## config.mk

```make
export PLATFORM = sky130hd
export DESIGN_NAME = banked_mem_sync
export DESIGN_NICKNAME = d
export VERILOG_FILES = /design/src/rtl/banked_mem_sync.sv
export SDC_FILE = /design/constraint.sdc
export NUM_CORES = 1
export LEC_CHECK = 0
export BUFFER_PORTS_ARGS = -buffer_cell sky130_fd_sc_hd__buf_4
export CORE_AREA = 2 2 211 192
export DETAILED_ROUTE_END_ITERATION = 10
export DIE_AREA = 0 0 213 194
export PLACE_DENSITY = 0.72
export SLEW_MARGIN = 20
export SYNTH_ARGS = -nofsm -noshare
export SYNTH_HDL_FRONTEND = slang
export SYNTH_SLANG_ARGS = --single-unit
```

## constraint.sdc

```tcl
create_clock -name clk -period 2.8 [get_ports clk]
set_clock_uncertainty 0.2 [all_clocks]
set_input_delay 0.14 -clock clk [delete_from_list [all_inputs] [get_ports clk]]
set_output_delay 0.14 -clock clk [all_outputs]
set_load 0.1 [all_outputs]
```

## src/rtl/banked_mem_sync.sv

```systemverilog
// banked_mem_sync: NUM_BANKS-lane masked scratch memory with registered read, post-reset clear sweep and range check.
// Define BANKED_MEM_SYNC_BYPASS_EN for write-first per-lane forwarding on read/write collisions (default read-first).
module banked_mem_sync #(
  parameter int NUM_BANKS  = 4,
  parameter int BANK_WIDTH = 8,
  parameter int DEPTH      = 16,
  parameter int ADDR_WIDTH = 4
) (
  input  logic                            clk,
  input  logic                            reset,
  input  logic                            read,
  input  logic                            write,
  input  logic [NUM_BANKS-1:0]            wr_mask,
  input  logic [ADDR_WIDTH-1:0]           address,
  input  logic [NUM_BANKS*BANK_WIDTH-1:0] data_in,
  output logic [NUM_BANKS*BANK_WIDTH-1:0] data_out,
  output logic                            rd_valid,
  output logic                            ready,
  output logic                            addr_err
);
  typedef enum logic {INIT, RUN} state_t;
  localparam logic [ADDR_WIDTH-1:0] last_addr = ADDR_WIDTH'(DEPTH - 1);
  localparam logic [ADDR_WIDTH:0]   depth_ext = (ADDR_WIDTH + 1)'(DEPTH);
  state_t                state, next_state;
  logic [ADDR_WIDTH-1:0] cnt, wr_addr;
  logic                  in_range, clr, acc, rd_en, wr_en;
  always_ff @(posedge clk) begin
    if (reset) begin
      state <= INIT;
      cnt   <= '0;
      ready <= 1'b0;
    end else begin
      state <= next_state;
      cnt   <= clr ? cnt + 1'b1 : cnt;
      ready <= next_state == RUN;
    end
  end
  always_comb next_state = (state == INIT && cnt == last_addr) ? RUN : state;
  // Commands are only honoured in RUN; the sweep owns the write port during INIT.
  always_comb begin
    in_range = {1'b0, address} < depth_ext;
    clr      = state == INIT;
    acc      = state == RUN && !reset;
    rd_en    = acc && read;
    wr_en    = acc && write && in_range;
    wr_addr  = clr ? cnt : address;
  end
  always_ff @(posedge clk) begin
    if (reset) begin
      rd_valid <= 1'b0;
      addr_err <= 1'b0;
    end else begin
      rd_valid <= rd_en;
      addr_err <= acc && (read || write) && !in_range;
    end
  end
  for (genvar i = 0; i < NUM_BANKS; i++) begin : BANK
    logic [BANK_WIDTH-1:0] mem [DEPTH];
    logic [BANK_WIDTH-1:0] din, stored, q;
    logic                  fwd;
    assign din    = data_in[i*BANK_WIDTH +: BANK_WIDTH];
    assign stored = mem[address];
`ifdef BANKED_MEM_SYNC_BYPASS_EN
    assign fwd = write && wr_mask[i];
`else
    assign fwd = 1'b0;
`endif
    always_ff @(posedge clk) begin
      if (clr || (wr_en && wr_mask[i])) mem[wr_addr] <= clr ? '0 : din;
    end
    always_ff @(posedge clk) begin
      if (reset) q <= '0;
      else if (rd_en) q <= in_range ? (fwd ? din : stored) : '0;
    end
    assign data_out[i*BANK_WIDTH +: BANK_WIDTH] = q;
  end
endmodule

```

== Word level (Yosys, flattened, before mapping) ==
Memory sizes are Yosys's and may differ from the RTL's. A register that Yosys moved wholly into a read port is not among the register bits.
Index checks and enable logic that the tools add are counted.

* Bits in registers: 6
* Bits in latches: 0
* Memory bits (writable): 512
* Bits in read-only memories: 0
* Word-level logic and storage cells: 36
* Memories kept: 4

{| class="wikitable"
|+ Memory list
! memory !! depth !! bits a word !! read ports !! clocked after memory_dff !! wr ports !! line !! text
|-
| BANK[0].mem || 16 || 8 || 1 || 1 || 1 || 58 || <nowiki>logic [BANK_WIDTH-1:0] mem [DEPTH];</nowiki>
|-
| BANK[1].mem || 16 || 8 || 1 || 1 || 1 || 58 ||
|-
| BANK[2].mem || 16 || 8 || 1 || 1 || 1 || 58 ||
|-
| BANK[3].mem || 16 || 8 || 1 || 1 || 1 || 58 ||
|}

* Add/sub/neg operators: 1
* Multipliers: 0
* Div/mod/pow operators: 0
* Magnitude comparators: 0
* Equality and inequality tests: 1
* Shift-type cells: 0
* Muxes and demuxes: 13
* Bitwise gates (word level): 1
* Reduce and logical (&&, ||, !) cells: 13

{| class="wikitable"
|+ Operators by type and width
! operator !! count
|-
| $mux W8 || 4
|-
| $logic_and A1 B1 Y1 || 8
|-
| $mux W1 || 8
|-
| $add A4 B1 Y4 const B || 1
|-
| $eq A4 B4 Y1 const B || 1
|-
| $logic_or A1 B1 Y1 || 4
|-
| $mux W4 || 1
|-
| $logic_not A1 Y1 || 1
|-
| $not A1 Y1 || 1
|}

== Depth between registers and ports, before layout ==
Gate-level depths: netlist of the first run.

* Depth after elaboration: 7
* Depth in mapped cells: 8

== Worst setup path after synthesis of the first run ==
No wires, ideal clock.

* Kind: register to register
* Start: register state
* End: memory BANK[0].mem[0][0], enable pin
* Arrival: 2.305 ns
* Data required time: 2.230 ns
* Setup slack: -0.075 ns
* Cell stages (with the launch flop): 6
* Path buffers: 2
* Clock period less this slack: 2.875 ns
* Cells stage by stage: dfxtp_1 clkbuf_1 clkbuf_1 o2bb2ai_1 nand2_1 nor2_1

* Word-level cells in the longest chain between the ends: 6
* Elaborated cells on any way between the ends: 8
* Classes of those cells: mux: 3; bitwise: 1; reduce/logical: 4

{| class="wikitable"
|+ Ends and longest elaborated chain
! item !! line !! text
|-
| start, declared || 24 || <nowiki>state_t state, next_state;</nowiki>
|-
| start signal, assigned || 33 || <nowiki>state <= next_state;</nowiki>
|-
| $logic_and A1 B1 Y1 || 43 || <nowiki>acc = state == RUN && !reset;</nowiki>
|-
| $logic_and A1 B1 Y1 || 45 || <nowiki>wr_en = acc && write && in_range;</nowiki>
|-
| $logic_and A1 B1 Y1 || 69 || <nowiki>if (clr || (wr_en && wr_mask[i])) mem[wr_addr] <= clr ? '0 : din;</nowiki>
|-
| $logic_or A1 B1 Y1 || 69 ||
|-
| $mux W1 (2 in series) || 69 ||
|-
| end, declared || 58 ||
|}

Parallel ways exist; a longest one is shown, timed or not.

== Final worst setup path of the first run ==
* Start: register state
* End: memory BANK[1].mem[0][5], enable pin

* Word-level cells in the longest chain between the ends: 6
* Elaborated cells on any way between the ends: 8
* Classes of those cells: mux: 3; bitwise: 1; reduce/logical: 4

{| class="wikitable"
|+ Ends and longest elaborated chain
! item !! line
|-
| $logic_and A1 B1 Y1 || 43
|-
| $logic_and A1 B1 Y1 || 45
|-
| $logic_and A1 B1 Y1 || 69
|-
| $logic_or A1 B1 Y1 || 69
|-
| $mux W1 (2 in series) || 69
|-
| end, declared || 58
|}

Parallel ways exist; a longest one is shown, timed or not.

==> results of run 1 <==
state kept, by name (all words and copies together) (netlist names):
name	count
BANK.mem	512
BANK.q	32
cnt	4
rd_valid	1
state	1
through the flow:
stage | cell area (µm²) | hold WS [ns] | instances | total power, mW | setup slack [ns]
6_report | 24500 | 0.0367 | 1822 | 16.8 | 0.175
5_1_grt | 24500 | 0.0748 | 1822 | 17.2 | 0.0945
4_1_cts | 24500 | 0.0425 | 1822 | 16.9 | 0.211
3_5_place_dp | 22800 | 0.225 | 1718 | 9.99 | 0.238
3_3_place_gp | 22800 | 0.225 | 1718 | 9.98 | 0.368
2_1_floorplan | 21200 | 0.0627 | 1102 | 9.73 | 0.249
critical path: cells and delay by family, from the launching register on:
family                 cells  cell delay (ns)
buffers and inverters      1             0.33
and+or+nand+nor            2             0.92
DFF                        1             0.57
AOI/OAI and AO/OA          1             0.23
layout make-up:
cell class	instances	area share
flip-flops and latches	550	0.658
multi-input cells	481	0.193
well taps	532	0.0271
clock buffers	77	0.0606
clock inverters	21	0.00852
inverters	3	0.000459
repair buffers	158	0.0523
Yosys cell counts, types with 3 or more instances:
cell type / n
mux4_2: 95
nor2_1: 73
mux2i_1: 99
buf_6: 7
clkbuf_1: 28
a221oi_1: 32
edfxtp_1: 512
a21boi_1: 4
buf_2: 26
o211ai_1: 31
and2_1: 34
dfxtp_1: 38
o21ai_1: 30
nor2b_1: 4
nand2_1: 54
inv_1: 3
buf_4: 4
final timing paths:
path,startpoint,end,depth (start not counted)
setup / recovery,state,BANK[1].mem[0][5],4
hold / removal,data_in[28],BANK[3].mem[1][4],2
setup reg to reg,state,BANK[1].mem[0][5],4
hold reg to reg,BANK[0].q[6],BANK[0].q[6],2
kinds of logic (layout without fill, tap and decap cells):
group,Yosys count,count (layout),synth area share
buf+inv,71,259,0.0175
fa+ha+maj,1,1,0.000589
xor+xnor,2,2,0.000825
simple gates,172,172,0.0362
mux,194,194,0.147
flops,550,550,0.760
other cells,1,1,0.000177
compound gates,111,111,0.0374
layer usage:
metal  global-route usage  vias up
met4               0.0570        0
met5                    0        -
met2                0.381      410
met3               0.0510       71
li1                     -     4734
met1                0.334     5767
what timing repair did:
item	4_1_cts	5_1_grt
resized for setup	0	0
hold buffers	6	0
hold endpoints to repair	38	0
power by group through the flow:
stage / sequential, mW / clock, mW / combinational (mW)
6_report: 9.10 / 6.98 / 0.728
5_1_grt: 9.10 / 7.37 / 0.773
4_1_cts: 9.10 / 7.05 / 0.731
3_5_place_dp: 9.27 / 0 / 0.722
3_3_place_gp: 9.26 / 0 / 0.711
2_1_floorplan: 9.25 / 0 / 0.486
==> impl_metrics.json, run 1 <==
{
  "status": "finished clean",
  "routed_wl_mm": 47.6,
  "p_per_area_mw_per_mm2": 685,
  "synth.area.top_cells": "edfxtp_1, mux4_2, mux2i_1, dfxtp_1, a221oi_1",
  "setup_viol": 0,
  "fill_cells": 2721,
  "antenna_found_initial": 0,
  "worst_setup_path_end_kind": "flop",
  "die_area_mm2": 0.0413,
  "finalSetupTns_ns": 0,
  "clk_pin_slew_worst_paths_ns": 0.07,
  "yosysSeqAreaShare": 0.760,
  "fin_crit_ns": 2.63,
  "p_seq_frac": 0.541,
  "worstPathCellList": "buf_4 -> o2bb2ai_1 -> nand2_1 -> nor2_1",
  "diodes": 0,
  "leakage_nw": 8.51,
  "fin_crit_sh": 0.938,
  "met3_length_mm": 3.63,
  "async_flop_share": 0,
  "synth-seq-cells": 550,
  "fin_util": 0.627,
  "mostFrequentLayoutCells": "edfxtp_1, buf_4, mux2i_1",
  "cp_max_fo": 21,
  "ant_nets": 0,
  "avgSynthCellArea_um2": 19.3,
  "crit_slowest_cell": "nor2_1",
  "dr.pass1.iters": 5,
  "hold_path.class": "input pin to flop",
  "final_common_cell": "edfxtp_1",
  "clock_path_buffers": 3,
  "synth.distinct_cells": 38,
  "vdd_drop_max_v": 0.000600,
  "ios": 79,
  "gp_congestion": 0.839,
  "cp.arrival_ns": 2.63,
  "die_w_um": 213,
  "drc": 0,
  "grt-ovfl-total": 0,
  "switching_share": 0.202,
  "cap_violations": 0,
  "grt_pass1_wl_mm": 71.2,
  "dpl.hpwl_mm": 30.1,
  "rsz0062_at_grt": "false",
  "core_area_mm2": 0.0391,
  "grt_pass1_vias": 11200,
  "cp.required_ns": 2.80,
  "cts_tree": "built",
  "grt_usage": 0.237,
  "cts_htree_levels": 2,
  "power_frac_clock": 0.415,
  "synth.net_count": 1147,
  "syn-cell-area_mm2": 0.0212,
  "yosysWarnings": 0,
  "cpPeakStageDelay_ns": 0.69,
  "route.top_layer_used": "met4",
  "cts_root_buf": "clkbuf_16",
  "grt_max_degree": 50,
  "cp-start-kind": "flop",
  "cts_sinks": 550,
  "internal-power_mw": 13.4,
  "synth_edf_count": 512,
  "slew_violations": 0,
  "p_sw_mw": 3.40,
  "fmax_ghz": 0.381,
  "multi_input_area_mm2": 0.00474,
  "wl_per_cell_um": 26.1,
  "synthFlopType": "edfxtp_1",
  "areaGrowthSynthToFinish_pct": 15.6,
  "hold_viol_final": 0,
  "r2r_slack_ns": 0.17,
  "num_vias": 11000,
  "p_comb_frac": 0.043,
  "synth_top_area_cell": "edfxtp_1",
  "layout-drive-gt1-share": 0.253,
  "post_cts_buffers": 0,
  "max_slew.worst_pin.slew_ns": 0.813,
  "dr_wl_met2_mm": 23.4,
  "syn_inst": 1102,
  "vias_per_cell": 6.03,
  "path_class": "flop to flop",
  "cts_buffers": 52,
  "start_util": 0.543,
  "die_y_um": 194,
  "row_count": 69,
  "drt_iter0_drc": 975,
  "wirelength_met1_mm": 19.6,
  "maxSlewHeadroom": 0.456,
  "synth_top_area_share": 0.724,
  "port_buffers": 77,
  "fin_nets": 1291,
  "clk_latency_ns": 0.59,
  "final-seq-area_mm2": 0.0161
}
Note: power is estimated with default switching activity, not from simulation.
==> inputs of run 2 (changes only) <==
BUFFER_PORTS_ARGS = -buffer_cell sky130_fd_sc_hd__buf_2   (was -buffer_cell sky130_fd_sc_hd__buf_4)
PLACE_DENSITY = 0.75   (was 0.72)
clock period = 2.1 ns   (was 2.8 ns; I/O delays follow)
==> run 2 against run 1 <==
Compared with the run above:
- the run now ends with setup timing left
- sequential share of layout area shrank 4.3 points
- sequential power rose by 33%
- design area up 7.0%
- wire length grew 1.9%
- hold slack lost 0.026 ns
- final cell count grew 4.1%
- setup slack worse by 0.18 ns
- utilization increased by 4.4 points
- power up 36%
- global-route usage increased by 0.44 points
- non-clock buffer count rose by 75
- clock-buffer cell count is 13 lower
- critical path type unchanged
- critical endpoint is now BANK[2].mem[14][1]
- largest cell class unchanged
- largest power group unchanged
==> impl_metrics.json, run 2 (synthesis results as in run 1) <==
{
  "wl_per_cell_um": 25.6,
  "die_w_um": 213,
  "die_area_mm2": 0.0413,
  "rr_endpoint": "BANK[2].mem[14][1]",
  "fin_crit_ns": 2.10,
  "start_util": 0.543,
  "crit_slowest_cell": "dfxtp_4",
  "status": "complete, but fails checks",
  "hold_viol_final": 0,
  "clock_path_buffers": 3,
  "grt_pass1_vias": 11700,
  "routed_wl_mm": 48.5,
  "die_y_um": 194,
  "vias_per_cell": 5.97,
  "port_buffers": 77,
  "drc": 0,
  "worstPathCellList": "or2_1 -> o22ai_2 -> nand2_2 -> nor2_2 -> buf_12",
  "hold_path.class": "input pin to flop",
  "path_class": "flop to flop",
  "mostFrequentLayoutCells": "edfxtp_1, mux2i_1, mux4_2",
  "fin_crit_sh": 1.00,
  "grt_usage": 0.241,
  "grt-ovfl-total": 0,
  "ant_nets": 0,
  "max_slew.worst_pin.slew_ns": 0.619,
  "final_common_cell": "edfxtp_1",
  "layout-drive-gt1-share": 0.345,
  "grt_max_degree": 38,
  "rsz0062_at_grt": "true",
  "cp_max_fo": 12,
  "clk_pin_slew_worst_paths_ns": 0.07,
  "cp-start-kind": "flop",
  "antenna_found_initial": 0,
  "vdd_drop_max_v": 0.000757,
  "cts_sinks": 550,
  "cts_tree": "built",
  "areaGrowthSynthToFinish_pct": 23.7,
  "largest_registers": "BANK.mem x512, BANK.q x32, cnt x4",
  "violations": "setup timing",
  "grt_pass1_wl_mm": 72.6,
  "slew_violations": 0,
  "r2r_slack_ns": -0.0006,
  "cp.required_ns": 2.19,
  "cts_buffers": 53,
  "maxSlewHeadroom": 0.587,
  "dpl.hpwl_mm": 30.3,
  "min_to": "BANK[3].mem[8][5]",
  "min-delay-start": "data_in[29]",
  "drt_iter0_drc": 1098,
  "worstHoldPathCells": 2,
  "cap_violations": 0,
  "setup_viol": 1,
  "setup_slack_ns": -0.000573,
  "fmax_ghz": 0.476,
  "placed_cell_area_mm2": 0.0239,
  "leakage_nw": 9.12,
  "clk_latency_ns": 0.57,
  "reg2reg_from": "state",
  "num_vias": 11300,
  "cts_root_buf": "clkbuf_16",
  "dr.pass1.iters": 5,
  "p_per_area_mw_per_mm2": 870,
  "ff2ff_path_depth": 5,
  "largest_reg_flops": 512,
  "gp_congestion": 0.823,
  "worst_setup_path_end_kind": "flop",
  "core_area_mm2": 0.0391,
  "finalSetupTns_ns": -0.000573,
  "cts_htree_levels": 2,
  "row_count": 69,
  "diodes": 0,
  "cp.arrival_ns": 2.19,
  "ios": 79,
  "top_register": "BANK.mem",
  "fin_area_mm2": 0.0263,
  "fin_nets": 1367,
  "cpPeakStageDelay_ns": 0.39
}
[run 2: changes by cell type in the layout (fill, tap and decap cells not counted), sizes merged]
| cell | before | now |
|---|---|---|
| clkbuf | 77 | 64 |
| clkinvlp | 1 | 2 |
| bufinv | 4 | 6 |
| buf | 152 | 198 |
| clkinv | 14 | 23 |
| dlygate4sd3 | 6 | 35 |
| inv | 5 | 6 |
[run 2: worst max path at each step]
stage,startpoint,slack (ns),endpoint
floorplan,state,-0.09,BANK[0].mem[10][0]
global placement,state,-0.01,BANK[0].mem[7][0]
detailed placement,state,-0.03,BANK[2].mem[14][1]
CTS,state,-0.05,BANK[2].mem[14][1]
global route,state,-0.04,BANK[2].mem[14][7]
finish,state,-0.0006,BANK[2].mem[14][1]
[run 2: through the flow]
step	total power, mW	instances	setup slack (ns)	hold slack [ns]	utilization
after CTS	22.9	1883	-0.0500	0.00270	0.664
after floorplan	13.0	1102	-0.0911	0.0277	-
after global placement	13.4	1749	-0.0103	0.261	0.610
after global routing	23.5	1897	-0.0382	0.0162	0.672
after detailed placement	13.5	1749	-0.0348	0.269	0.610
final	22.8	1897	-0.000573	0.0106	0.672
[run 2: final cells by class]
type / count / area [µm²]
Sequential cell: 550 / 16100
Fill cell: 2454 / 12800
Multi-Input combinational cell: 481 / 5100
Timing Repair Buffer: 233 / 2610
Clock buffer: 64 / 1410
Tap cell: 532 / 666
Clock inverter: 34 / 333
Inverter: 3 / 11.3
[run 2: power breakdown]
part           switching [mW]  internal [mW]  leakage (nW)
registers              0.0592           12.1          5.09
logic                   0.627          0.597          3.16
clock network            3.99           5.52         0.869
total                    4.67           18.2          9.12
[run 2: per-layer routing]
| metal | share of wire | vias up | track usage |
|---|---|---|---|
| met5 | 0 | - | 0 |
| met4 | 0.021 | 0 | 0.0668 |
| met3 | 0.080 | 77 | 0.0426 |
| met2 | 0.49 | 530 | 0.383 |
| met1 | 0.41 | 5835 | 0.348 |
| li1 | - | 4891 | - |
[run 2: critical path: cells and delay by family (launching register included)]
kind	cells	cell delay [ns]
buffers and inverters	1	0.16
AO/OA/AOI/OAI	1	0.32
AND/OR/NAND/NOR	3	0.74
flip-flops	1	0.39
[run 2: timing repair]
| action | 4_1_cts | 5_1_grt |
|---|---|---|
| hold buffers | 34 | 1 |
| resized for setup | 2 | 13 |
| gates cloned | 0 | 0 |
| endpoints found under the setup margin | 144 | 448 |
| endpoints found under the hold margin | 452 | 8 |
| pin swaps | 3 | 11 |
| setup buffers | 2 | 13 |
